### src/rtl/pool_pkg.sv
// Shared constants, helpers and mode enum for the streaming KxK pooling stage.
// POOL_AVG_EN widens the accumulator so that average pooling can sum a full window.
package pool_pkg;

    localparam int DEF_DATA_WIDTH = 16;
    localparam int DEF_IN_W       = 24;
    localparam int DEF_IN_H       = 24;
    localparam int DEF_POOL_K     = 2;
    localparam int DEF_NUM_CH     = 4;

    function automatic int clog2(input int v);
        int r;
        r = 0;
        while ((1 << r) < v) r++;
        return r;
    endfunction

    // Counter width that stays legal for a range of one value.
    function automatic int width_of(input int n);
        return (n <= 1) ? 1 : clog2(n);
    endfunction

    localparam int OUT_W     = DEF_IN_W / DEF_POOL_K;
    localparam int OUT_H     = DEF_IN_H / DEF_POOL_K;
    localparam int BUF_DEPTH = OUT_W * DEF_NUM_CH;
`ifdef POOL_AVG_EN
    localparam int ACC_W     = DEF_DATA_WIDTH + 2 * clog2(DEF_POOL_K);
`else
    localparam int ACC_W     = DEF_DATA_WIDTH;
`endif

    typedef enum logic {
        POOL_MAX = 1'b0,
        POOL_AVG = 1'b1
    } pool_mode_e;

endpackage

### src/rtl/pool_partial_buf.sv
// Row of partial window results, one entry per (output column, channel).
// Combinational read, synchronous write; contents need no reset.
module pool_partial_buf
    import pool_pkg::*;
#(
    parameter int DEPTH = BUF_DEPTH,
    parameter int WIDTH = ACC_W,
    parameter int IDX_W = width_of(DEPTH)
) (
    input  logic             clk,
    input  logic             wr_en,
    input  logic [IDX_W-1:0] wr_idx,
    input  logic [WIDTH-1:0] wr_data,
    input  logic [IDX_W-1:0] rd_idx,
    output logic [WIDTH-1:0] rd_data
);

    logic [WIDTH-1:0] mem [DEPTH];

    always_ff @(posedge clk) begin
        if (wr_en) mem[wr_idx] <= wr_data;
    end

    assign rd_data = mem[rd_idx];

endmodule

### src/rtl/pool_kxk_stream.sv
// Streaming non-overlapping KxK pooling (signed max; average with POOL_AVG_EN)
// writing each pooled value with its feature-map RAM address.
module pool_kxk_stream
    import pool_pkg::*;
#(
    parameter int DATA_WIDTH      = 16,
    parameter int IN_W            = 24,
    parameter int IN_H            = 24,
    parameter int POOL_K          = 2,
    parameter int NUM_CH          = 4,
    parameter int POOL_ADDR_WIDTH = 10
) (
    input  logic                       clk,
    input  logic                       reset,
    input  logic                       frame_start,
    input  logic [DATA_WIDTH-1:0]      in_data,
    input  logic                       in_valid,
    output logic                       in_ready,
    output logic [DATA_WIDTH-1:0]      out_data,
    output logic [POOL_ADDR_WIDTH-1:0] out_addr,
    output logic                       out_valid,
    input  logic                       out_ready,
`ifdef POOL_AVG_EN
    input  logic                       avg_mode,
`endif
    output logic                       out_last
);

    localparam int OW    = IN_W / POOL_K;
    localparam int OH    = IN_H / POOL_K;
    localparam int DEPTH = OW * NUM_CH;
`ifdef POOL_AVG_EN
    localparam int SH    = 2 * clog2(POOL_K);
    localparam int AW    = DATA_WIDTH + SH;
`else
    localparam int AW    = DATA_WIDTH;
`endif
    localparam int CW = width_of(NUM_CH);
    localparam int KW = width_of(POOL_K);
    localparam int XW = width_of(OW);
    localparam int YW = width_of(OH);
    localparam int IW = width_of(DEPTH);
    localparam int PW = POOL_ADDR_WIDTH;

    localparam logic [CW-1:0] CH_MAX = CW'(NUM_CH - 1);
    localparam logic [KW-1:0] K_MAX  = KW'(POOL_K - 1);
    localparam logic [XW-1:0] X_MAX  = XW'(OW - 1);
    localparam logic [YW-1:0] Y_MAX  = YW'(OH - 1);
    localparam logic [PW-1:0] CH_STR = PW'(OW * OH);
    localparam logic [PW-1:0] ROW_STR = PW'(OW);

    if (POOL_K < 2 || (IN_W % POOL_K) != 0 || (IN_H % POOL_K) != 0) begin : g_bad_geom
        $error("pool_kxk_stream: POOL_K must be >=2 and divide IN_W and IN_H");
    end
`ifdef POOL_AVG_EN
    if ((1 << clog2(POOL_K)) != POOL_K) begin : g_bad_k
        $error("pool_kxk_stream: average pooling needs a power-of-two POOL_K");
    end
`endif

    logic [CW-1:0] ch;
    logic [KW-1:0] kc;
    logic [KW-1:0] kr;
    logic [XW-1:0] ocol;
    logic [YW-1:0] orow;

    logic                  fire;
    logic                  first;
    logic                  closing;
    logic                  frame_end;
    logic [IW-1:0]         idx;
    logic [PW-1:0]         addr;
    logic [DATA_WIDTH-1:0] res;
    logic signed [AW-1:0]  x;
    logic signed [AW-1:0]  entry;
    logic signed [AW-1:0]  comb;

    assign in_ready  = !reset && !frame_start && (!out_valid || out_ready);
    assign fire      = in_valid && in_ready;
    assign first     = (kc == '0) && (kr == '0);
    assign closing   = (kc == K_MAX) && (kr == K_MAX);
    assign frame_end = (ch == CH_MAX) && (ocol == X_MAX) && (orow == Y_MAX);
    assign idx       = IW'(ocol) * IW'(NUM_CH) + IW'(ch);
    assign addr      = PW'(ch) * CH_STR + PW'(orow) * ROW_STR + PW'(ocol);
    assign x         = AW'($signed(in_data));

    pool_partial_buf #(
        .DEPTH (DEPTH),
        .WIDTH (AW),
        .IDX_W (IW)
    ) u_buf (
        .clk     (clk),
        .wr_en   (fire && !closing),
        .wr_idx  (idx),
        .wr_data (comb),
        .rd_idx  (idx),
        .rd_data (entry)
    );

`ifdef POOL_AVG_EN
    pool_mode_e mode;

    always_ff @(posedge clk) begin
        if (reset) begin
            mode <= POOL_MAX;
        end else if (frame_start) begin
            mode <= avg_mode ? POOL_AVG : POOL_MAX;
        end
    end
`endif

    // Ties keep the stored entry: only a strictly larger x replaces it.
    always_comb begin
        comb = x;
        if (!first) begin
            comb = (x > entry) ? x : entry;
`ifdef POOL_AVG_EN
            if (mode == POOL_AVG) comb = entry + x;
`endif
        end
    end

`ifdef POOL_AVG_EN
    assign res = (mode == POOL_AVG) ? DATA_WIDTH'(comb >>> SH) : DATA_WIDTH'(comb);
`else
    assign res = DATA_WIDTH'(comb);
`endif

    always_ff @(posedge clk) begin
        if (reset || frame_start) begin
            ch   <= '0;
            kc   <= '0;
            kr   <= '0;
            ocol <= '0;
            orow <= '0;
        end else if (fire) begin
            if (ch != CH_MAX) begin
                ch <= ch + 1'b1;
            end else begin
                ch <= '0;
                if (kc != K_MAX) begin
                    kc <= kc + 1'b1;
                end else begin
                    kc <= '0;
                    if (ocol != X_MAX) begin
                        ocol <= ocol + 1'b1;
                    end else begin
                        ocol <= '0;
                        if (kr != K_MAX) begin
                            kr <= kr + 1'b1;
                        end else begin
                            kr   <= '0;
                            orow <= (orow == Y_MAX) ? '0 : orow + 1'b1;
                        end
                    end
                end
            end
        end
    end

    always_ff @(posedge clk) begin
        if (reset) begin
            out_valid <= 1'b0;
            out_data  <= '0;
            out_addr  <= '0;
            out_last  <= 1'b0;
        end else if (fire && closing) begin
            out_valid <= 1'b1;
            out_data  <= res;
            out_addr  <= addr;
            out_last  <= frame_end;
        end else if (out_ready) begin
            out_valid <= 1'b0;
        end
    end

endmodule

### config.mk
export PLATFORM = sky130hd
export DESIGN_NAME = pool_kxk_stream
export DESIGN_NICKNAME = d
export VERILOG_FILES = /design/src/rtl/pool_pkg.sv /design/src/rtl/pool_partial_buf.sv /design/src/rtl/pool_kxk_stream.sv
export SDC_FILE = /design/constraint.sdc
export NUM_CORES = 1
export LEC_CHECK = 0
export CAP_MARGIN = 5
export CORE_AREA = 5 5 271 300
export CTS_CLUSTER_SIZE = 10
export DETAILED_ROUTE_END_ITERATION = 12
export DIE_AREA = 0 0 276 305
export PLACE_DENSITY = 0.67
export SLEW_MARGIN = 20
export SYNTH_ARGS = -nofsm -noshare
export SYNTH_HDL_FRONTEND = slang
export SYNTH_SLANG_ARGS = --single-unit
### constraint.sdc
create_clock -name clk -period 10.15 [get_ports clk]
set_clock_uncertainty 0.15 [all_clocks]
set_input_delay 1.5225 -clock clk [delete_from_list [all_inputs] [get_ports clk]]
set_output_delay 1.5225 -clock clk [all_outputs]
set_load 0.01 [all_outputs]
**Word level (Yosys, flattened, before mapping)**

Memory sizes are Yosys's and may differ from the RTL's.
Cells that the tools add are included.

- Register bits: 40
- RAM bits: 768
- Bits of input ports: 21
- Output and inout bits: 29
- Memories: 1

- $add $sub $neg: 8
- $mul: 2
- Order comparisons: 1
- Equality and inequality tests: 5
- Muxes and demuxes: 11
- Bitwise gates (word level): 4
- Reduce and logical (&&, ||, !) cells: 20

Memory list:

| name | depth | bits a word | rd ports | clocked after memory_dff | write ports | line | text |
|---|---|---|---|---|---|---|---|
| u_buf.mem | 48 | 16 | 1 | 0 | 1 | pool_partial_buf.sv:18 | `logic [WIDTH-1:0] mem [DEPTH];` |

Operators with widths:

| kind | count |
|---|---|
| $mux W16 | 2 |
| $gt A16 B16 Y1 | 1 |
| $add A10 B4 Y10 | 1 |
| $add A10 B8 Y10 | 1 |
| $logic_and A1 B1 Y1 | 9 |
| $add A4 B1 Y4 const B | 2 |
| $eq A4 B4 Y1 const B | 2 |
| $mux W4 | 2 |
| $add A6 B2 Y6 | 1 |
| $mul A2 B4 Y6 const B | 1 |
| $mul A4 B2 Y6 const B | 1 |
| $mux W1 | 6 |
| $reduce_and A5 Y1 | 1 |
| $logic_not A1 Y1 | 4 |
| $ne A4 B4 Y1 const B | 1 |
| $not A1 Y1 | 4 |
| $reduce_and A4 Y1 | 1 |
| $reduce_and A3 Y1 | 1 |
| $add A1 B1 Y1 const B | 2 |
| $add A2 B1 Y2 const B | 1 |
| $eq A2 B2 Y1 const B | 1 |
| $logic_or A1 B1 Y1 | 2 |
| $mux W2 | 1 |
| $ne A2 B2 Y1 const B | 1 |
| other kinds (2) | 2 |

**Logic depth before layout (Yosys ltp)**

Gate-level depths: netlist of run 1.

- Word-level depth: 7
- Gate-level depth with buffers: 21

**Cells and area by module**

A second synthesis of run 1 with hierarchy kept.

- Cell total of the unflattened synthesis: 1789
- Area, all modules: 32661.3 µm²

By module, submodules not included:

| module | times used | cells an instance | area each (µm²) | seq. area each (µm²) |
|---|---|---|---|---|
| pool_partial_buf | 1 | 1483 | 29980.0 | 23062.1 |
| pool_kxk_stream | 1 | 306 | 2681.3 | 800.8 |

**Least setup slack after synthesis of run 1**

OpenSTA, ideal clock, no wires.

- Kind: reg2reg
- Start: register ch[0]
- End: memory u_buf.mem[0][11] in the netlist's numbering, data pin
- Arrival: 5178 ps
- Data required time: 9538 ps
- Setup slack: 4359 ps
- Cell stages (with the launch flop): 19
- Path buffers: 6
- Period minus slack after synthesis: 5791 ps
- Path through: dfxtp_1 > buf_6 > buf_6 > buf_6 > buf_2 > mux2_2 > a221oi_1 > a21oi_1 > o21ai_0 > and4bb_2 > ha_1 > a21oi_1 > o21ai_0 > a221o_1 > a2111oi_0 > a211oi_2 > buf_4 > buf_2 > a21oi_1

- Longest elaborated chain between the ends: 5

RTL lines:

| item | line | text |
|---|---|---|
| from (decl) | pool_kxk_stream.sv:61 | `logic [CW-1:0] ch;` |
| from (signal assigned) | pool_kxk_stream.sv:138 | `ch <= ch + 1'b1;` |
| $add A6 B2 Y6 (*) | pool_kxk_stream.sv:83 | `assign idx = IW'(ocol) * IW'(NUM_CH) + IW'(ch);` |
| $mem_v2 Z48 W16 (*) | -- |  |
| $gt A16 B16 Y1 | pool_kxk_stream.sv:116 | `comb = (x > entry) ? x : entry;` |
| $mux W16 (*) | pool_kxk_stream.sv:116 |  |
| $mux W16 (*) | pool_kxk_stream.sv:115 | `if (!first) begin` |
| net comb[11] | pool_kxk_stream.sv:76 | `logic signed [AW-1:0] comb;` |
| to (decl) | pool_partial_buf.sv:18 |  |

The timed path passes the listed nets; every way through them passes the cells marked *.

**Final worst setup path of run 1**

- Start: register ch[0]
- End: memory u_buf.mem[9][2] in the netlist's numbering, data pin

The elaborated chain is that of the path after synthesis.

==> flow_summary_export.csv, run 1 <==
group,metric,value,unit
status,outcome,"complete, no violations",
pwr,ir_drop,0.119,mV
floorplanning,initial_core_util,0.415,
placement,hpwlAfterDp,54.9,mm
min_path,min_to,"out_addr[6]",
final_layout,layout_commonest_cell,"edfxtp_1",
drt,drc,0,
setup_path,end_kind,"flop",
placement,place.gp.congestion,0.920,
pwr,comb_power_share,0.037,
pwr,power_frac_clock,0.430,
sta,setup_viol,0,
setup_path,required,10.27,ns
final_layout,fin_nets,2066,
drt,first_iter_violations,2669,
floorplanning,rows,108,
setup_path,cp_slowest_cell,"and2_1",
min_path,hold_start,"out_addr[6]",
clocking,hold_buffers,0,
setup_path,r2r_setup_slack,2.82,ns
setup_path,path_cells,"buf_4 > and2_1 > a22oi_1 > o22a_1 > o21ai_0 > or4_1 > inv_1 > ha_1 > nand4_1 > nor4_1 > nor2b_1 > o2bb2ai_1 > a211oi_4 > buf_4 > mux2_2",
min_path,min_path_cells,2,
pwr,p_sw_frac,0.208,
placement,io_buffers,49,
setup_path,critPathTopFamily,"simple AND/OR/NAND/NOR gates",
grt,grt_pass1_wl,136,mm
pwr,p_per_area,186,mW/mm²
setup_path,cp_slowest_stage_delay,1.01,ns
clocking,cts_sinks,808,
synth,synth-edff-count,768,
setup_path,cp_num_buf_inv,3,
synth,synth_warnings,0,
clocking,post-cts-setup-buffers,0,
sta,period_needed,7.33,ns
floorplanning,core,0.0781,mm²
grt,first_global_vias,18800,
floorplanning,dieArea,0.0842,mm²
setup_path,r2r_end,"u_buf.mem[9][2]",
final_layout,final_cell_mix,"768 x edfxtp_1, 114 x nor2_1, 95 x mux2i_1",
grt,grt_max_degree,124,
synth,synth_cells,1909,
synth,synth.avg_cell_area,17.0,µm²
pwr,power_frac_seq,0.533,
setup_path,timing.rr.start,"ch[0]",
clocking,post_cts_resized,0,
clocking,cts_buffers,92,
job,cap_violations,0,
grt,antenna_found_initial,5,
sta,slew_headroom,0.191,
setup_path,cpMostUsedCell,"buf_4",
setup_path,crit_start,"ch[0]",
clocking,h-tree-depth,3,
setup_path,path_class,"flop to flop",
synth,synth.net_count,1959,
clocking,cts-root-buf,"clkbuf_16",
sta,tightest_slew,1.21,ns
final_layout,drive_gt1_frac,0.171,
grt,grtUsageTotal,0.219,
sta,setup_ws,2.82,ns
clocking,clk_path_buf_depth,3,
synth,ys.flop_type,"edfxtp_1",
pwr,p_leak,0.0117,µW
drt,wl_per_cell,30.7,µm
drt,wirelength,95.0,mm
sta,clock.fmax,0.136,GHz
placement,pre_cts_slack,3.01,ns
floorplanning,dieWidth,276,µm
drt,vias_per_cell,6.22,
clocking,clock_latency,0.65,ns
floorplanning,io_pins,50,
synth,syn_area,0.0324,mm²
synth,seq_area_frac_synth,0.737,
final_layout,area.growth.synth_to_final,14.2,%
sta,tns,0,ns
setup_path,reg2regPathDepth,15,
setup_path,start_kind,"flop",
clocking,cts.clk_slew.worst_paths,0.05,ns
setup_path,crit_path_max_fanout,49,
pwr,p_sw,1430,µW
floorplanning,die_height,305,µm
sta,final_max_slew_viol_count,0,
drt,vias,19300,
sta,hold_viol_final,0,
setup_path,critPathArrivalTime,7.45,ns
synth,ys_seq_elements,808,
pwr,total_power,6860,µW
drt,drt_first_pass_iters,6,
synth,async_reset_ff_frac,0,
min_path,hp-class,"flop to flop",
sta,holdWs,0.307,ns
synth,synth_cell_types,72,
pwr,internal_power,5430,µW
clocking,cts_tree,"built",
drt,ant_nets,0,
sta,fin_crit_sh,0.722,
grt,grt_overflow,0,
sta,rsz0062_at_grt,"false",
[power groups by stage]
| stage | Sequential (µW) | Combinational [µW] | Clock, µW |
|---|---|---|---|
| 2_1_floorplan | 3720 | 154 | 0 |
| 3_3_place_gp | 3730 | 240 | 0 |
| 3_5_place_dp | 3730 | 246 | 0 |
| 4_1_cts | 3660 | 247 | 2980 |
| 5_1_grt | 3660 | 267 | 3130 |
| 6_report | 3660 | 255 | 2950 |
[per-stage QoR]
step,instances,area [µm²],util
floorplan,1909,32400,-
global placement,2963,34300,0.439
detailed placement,2964,34300,0.439
CTS,3094,36900,0.472
global route,3097,37000,0.473
finish,3098,37000,0.473
[layout make-up]
type / instances / area (µm²)
Timing Repair Buffer: 133 / 1250
Sequential cell: 808 / 23900
Tap cell: 1045 / 1310
Inverter: 17 / 63.8
Clock buffer: 121 / 2440
Clock inverter: 9 / 145
Multi-Input combinational cell: 964 / 7900
Fill cell: 6563 / 41100
Antenna cell: 1 / 2.50
[registers in the layout, indices dropped and copies added (netlist names), 2 cells and up]
register,cells
ch,2
ocol,4
out_addr,10
orow,4
out_data,16
u_buf.mem,768
[synth_stat cells (13+ instances only)]
library cell / instances / area [µm²]
inv_1: 14 / 52.6
a22o_1: 16 / 140
a221oi_1: 81 / 709
nor2_1: 117 / 439
buf_2: 47 / 235
o22ai_1: 24 / 150
clkbuf_1: 36 / 135
buf_4: 13 / 97.6
a21oi_1: 68 / 340
nand3_1: 17 / 85.1
edfxtp_1: 768 / 23100
mux4_2: 48 / 1080
nor3b_1: 15 / 113
o21ai_0: 46 / 230
mux2_2: 77 / 867
a22oi_1: 52 / 390
mux2i_1: 95 / 951
ha_1: 27 / 338
dfxtp_1: 40 / 801
nand2_1: 82 / 308
[how the worst max path moves through the flow]
stage	cells after the start	slack, ns	end
6_report	15	2.82	u_buf.mem[9][2]
5_1_grt	16	2.54	u_buf.mem[30][2]
4_1_cts	15	2.96	u_buf.mem[44][14]
3_5_place_dp	15	3.01	u_buf.mem[26][14]
3_3_place_gp	15	3.10	u_buf.mem[3][11]
2_1_floorplan	18	4.36	u_buf.mem[0][11]
[routing by layer]
| layer | share of wire | global-route usage | up-vias |
|---|---|---|---|
| met3 | 0.11 | 0.0513 | 262 |
| met1 | 0.37 | 0.285 | 9829 |
| met5 | 0.00036 | 0 | - |
| met2 | 0.47 | 0.351 | 1264 |
| met4 | 0.051 | 0.102 | 4 |
| li1 | - | - | 7905 |
[cells by family after synthesis]
| group | Yosys count | synth area share |
|---|---|---|
| xor gates and xnor gates | 9 | 0.00243 |
| and+or+nand+nor | 300 | 0.0437 |
| adders and majority gates | 29 | 0.0117 |
| AOI/OAI and AO/OA | 399 | 0.0896 |
| muxes | 227 | 0.0931 |
| buffers and inverters | 137 | 0.0230 |
| DFF | 808 | 0.737 |
[worst min-delay path, delay by kind of cell (launching register included)]
kind | cells | cell delay [ns]
flip-flops | 1 | 0.31
AND/OR/NAND/NOR | 1 | 0.05
AO/OA/AOI/OAI | 1 | 0.05
(Power assumes the default switching activity.)
==> inputs of run 2 (changes only) <==
==> constraint.sdc (replaced) <==
create_clock -name clk -period 7.6 [get_ports clk]
set_clock_uncertainty 0.15 [all_clocks]
set_input_delay 1.14 -clock clk [delete_from_list [all_inputs] [get_ports clk]]
set_output_delay 1.14 -clock clk [all_outputs]
set_load 0.01 [all_outputs]
==> run 2 against run 1 <==
Clock power increased by 30%. Worst hold slack better by 0.0015 ns. Core utilization up 0.18 points. Sequential share of layout area decreased by 0.24 points. Flip-flop and latch count unchanged. Cell count rose by 1.3%. Sequential power rose by 33%. Critical endpoint is now u_buf.mem[25][12]. Via count is 1.7% higher. Count of clock-buffer cells in the layout rose by 1. Power increased by 32%. Setup slack worse by 2.1 ns. Critical path type unchanged.
==> flow_summary_export.csv, run 2 (synthesis gave the netlist of run 1 again) <==
group,metric,value,unit
sta,final_max_slew_viol_count,0,
setup_path,crit_start,"ch[0]",
setup_path,cp_slowest_cell,"mux2_2",
setup_path,critPathTopFamily,"compound AO/OA/AOI/OAI gates",
grt,first_global_vias,19400,
setup_path,start_kind,"flop",
clocking,clock_latency,0.66,ns
grt,antenna_found_initial,2,
drt,vias_per_cell,6.24,
min_path,min_to,"out_addr[5]",
placement,io_buffers,49,
sta,clock.fmax,0.146,GHz
grt,grt_overflow,0,
clocking,post-cts-setup-buffers,0,
final_layout,layout_commonest_cell,"edfxtp_1",
clocking,cts_buffers,91,
final_layout,nFillCells,6580,
clocking,clk_path_buf_depth,3,
setup_path,cp_slowest_stage_delay,0.97,ns
min_path,hp-class,"flop to flop",
final_layout,regMostFlops,"u_buf.mem",
final_layout,largest_reg_flops,768,
floorplanning,rows,108,
final_layout,ff_latch_area,0.0239,mm²
setup_path,path_class,"flop to flop",
sta,rsz0062_at_grt,"false",
placement,pre_cts_slack,0.997,ns
setup_path,r2r_end,"u_buf.mem[25][12]",
sta,fin_crit_sh,0.899,
clocking,hold_buffers,0,
floorplanning,initial_core_util,0.415,
grt,grt_pass1_wl,139,mm
final_layout,final_cell_mix,"768 x edfxtp_1, 124 x buf_4, 115 x nor2_1",
final_layout,reg_top3,"u_buf.mem: 768 flops, out_data: 16 flops, out_addr: 10 flops",
pwr,ir_drop,0.161,mV
setup_path,end_kind,"flop",
job,cap_violations,0,
grt,top_usage_layer,"met2",
clocking,cts.clk_slew.worst_paths,0.06,ns
final_layout,area.growth.synth_to_final,14.6,%
drt,wl_per_cell,31.1,µm
clocking,cts-root-buf,"clkbuf_16",
floorplanning,die_height,305,µm
clocking,cts_tree,"built",
clocking,post_cts_resized,0,
setup_path,path_cells,"buf_4 > mux2_2 > a221oi_2 > a221oi_1 > o311ai_1 > nand4_1 > inv_1 > ha_1 > nand4_1 > nor2_1 > a221o_1 > a2111oi_0 > a211oi_4 > buf_4 > mux2_2",
setup_path,reg2regPathDepth,15,
drt,ant_nets,0,
final_layout,fin_nets,2108,
floorplanning,dieWidth,276,µm
floorplanning,core,0.0781,mm²
clocking,cts_sinks,808,
clocking,h-tree-depth,3,
setup_path,timing.rr.start,"ch[0]",
drt,drt_first_pass_iters,6,
grt,grt_max_degree,54,
final_layout,multi_input_area,0.00788,mm²
grt,grtUsageTotal,0.225,
grt,grt_use_met2,0.356,
setup_path,required,7.73,ns
placement,hpwlAfterDp,60.7,mm
placement,place.gp.congestion,0.988,
setup_path,cp_num_buf_inv,3,
grt,grt_util_met3,0.0497,
sta,tightest_slew,1.15,ns
floorplanning,dieArea,0.0842,mm²
status,outcome,"complete, no violations",
sta,setup_viol,0,
setup_path,crit_path_max_fanout,49,
final_layout,drive_gt1_frac,0.184,
drt,wirelength,97.6,mm
pwr,p_leak,0.0119,µW
pwr,p_per_area,245,mW/mm²
drt,vias,19600,
final_layout,fin_cells,3137,
sta,period_needed,6.83,ns
drt,first_iter_violations,2776,
grt,grt_util_met1,0.290,
min_path,min_path_cells,2,
setup_path,critPathArrivalTime,6.96,ns
placement,dp_cells,3010,
sta,setup_ws,0.768,ns
sta,slew_headroom,0.233,
setup_path,r2r_setup_slack,0.77,ns
sta,hold_viol_final,0,
final_layout,diodes,0,
min_path,hold_start,"out_addr[5]",
sta,tns,0,ns
drt,drc,0,
floorplanning,io_pins,50,
[run 2: final cells by class]
cell class | count | area share
Sequential cell | 808 | 0.643
Multi-Input combinational cell | 964 | 0.212
Clock buffer | 122 | 0.0659
Timing Repair Buffer | 176 | 0.0399
Tap cell | 1045 | 0.0352
Clock inverter | 5 | 0.00179
Inverter | 17 | 0.00172
[run 2: worst reg2reg max path, delay by kind of cell (launching register included)]
kind,cells,cell delay [ns]
muxes,2,1.38
and+or+nand+nor,3,0.66
buffers and inverters,3,0.88
DFF,1,0.77
adders and majority gates,1,0.27
AOI/OAI and AO/OA,6,2.29
[run 2: how the worst max path moves through the flow]
stage | endpoint | slack [ns] | cells after the start
2_1_floorplan | u_buf.mem[0][11] | 1.81 | 18
5_1_grt | u_buf.mem[25][7] | 0.55 | 15
3_5_place_dp | u_buf.mem[26][2] | 1.0 | 15
6_report | u_buf.mem[25][12] | 0.77 | 15
3_3_place_gp | u_buf.mem[16][1] | 1.01 | 15
4_1_cts | u_buf.mem[26][2] | 0.96 | 15
[run 2: metal layers]
layer | vias to the layer above | part of all wire
met5 | - | 0.00031
met4 | 4 | 0.065
met3 | 304 | 0.11
met2 | 1392 | 0.46
met1 | 9908 | 0.36
li1 | 7977 | -
[run 2: power breakdown]
group | leakage (µW) | total (µW) | switching, µW | internal [µW]
combinational | 0.00341 | 355 | 242 | 113
clock | 0.00122 | 3840 | 1630 | 2220
sequential | 0.00723 | 4880 | 8.23 | 4880
[run 2: metrics by stage]
step / cell area [µm²] / hold WS [ns] / total power [µW] / utilization
after floorplan: 32400 / 0.326 / 5170 / -
after global placement: 34600 / 0.293 / 5310 / 0.443
after detailed placement: 34600 / 0.302 / 5320 / 0.443
after CTS: 37100 / 0.308 / 9120 / 0.475
after global routing: 37100 / 0.327 / 9320 / 0.475
final: 37100 / 0.308 / 9080 / 0.475
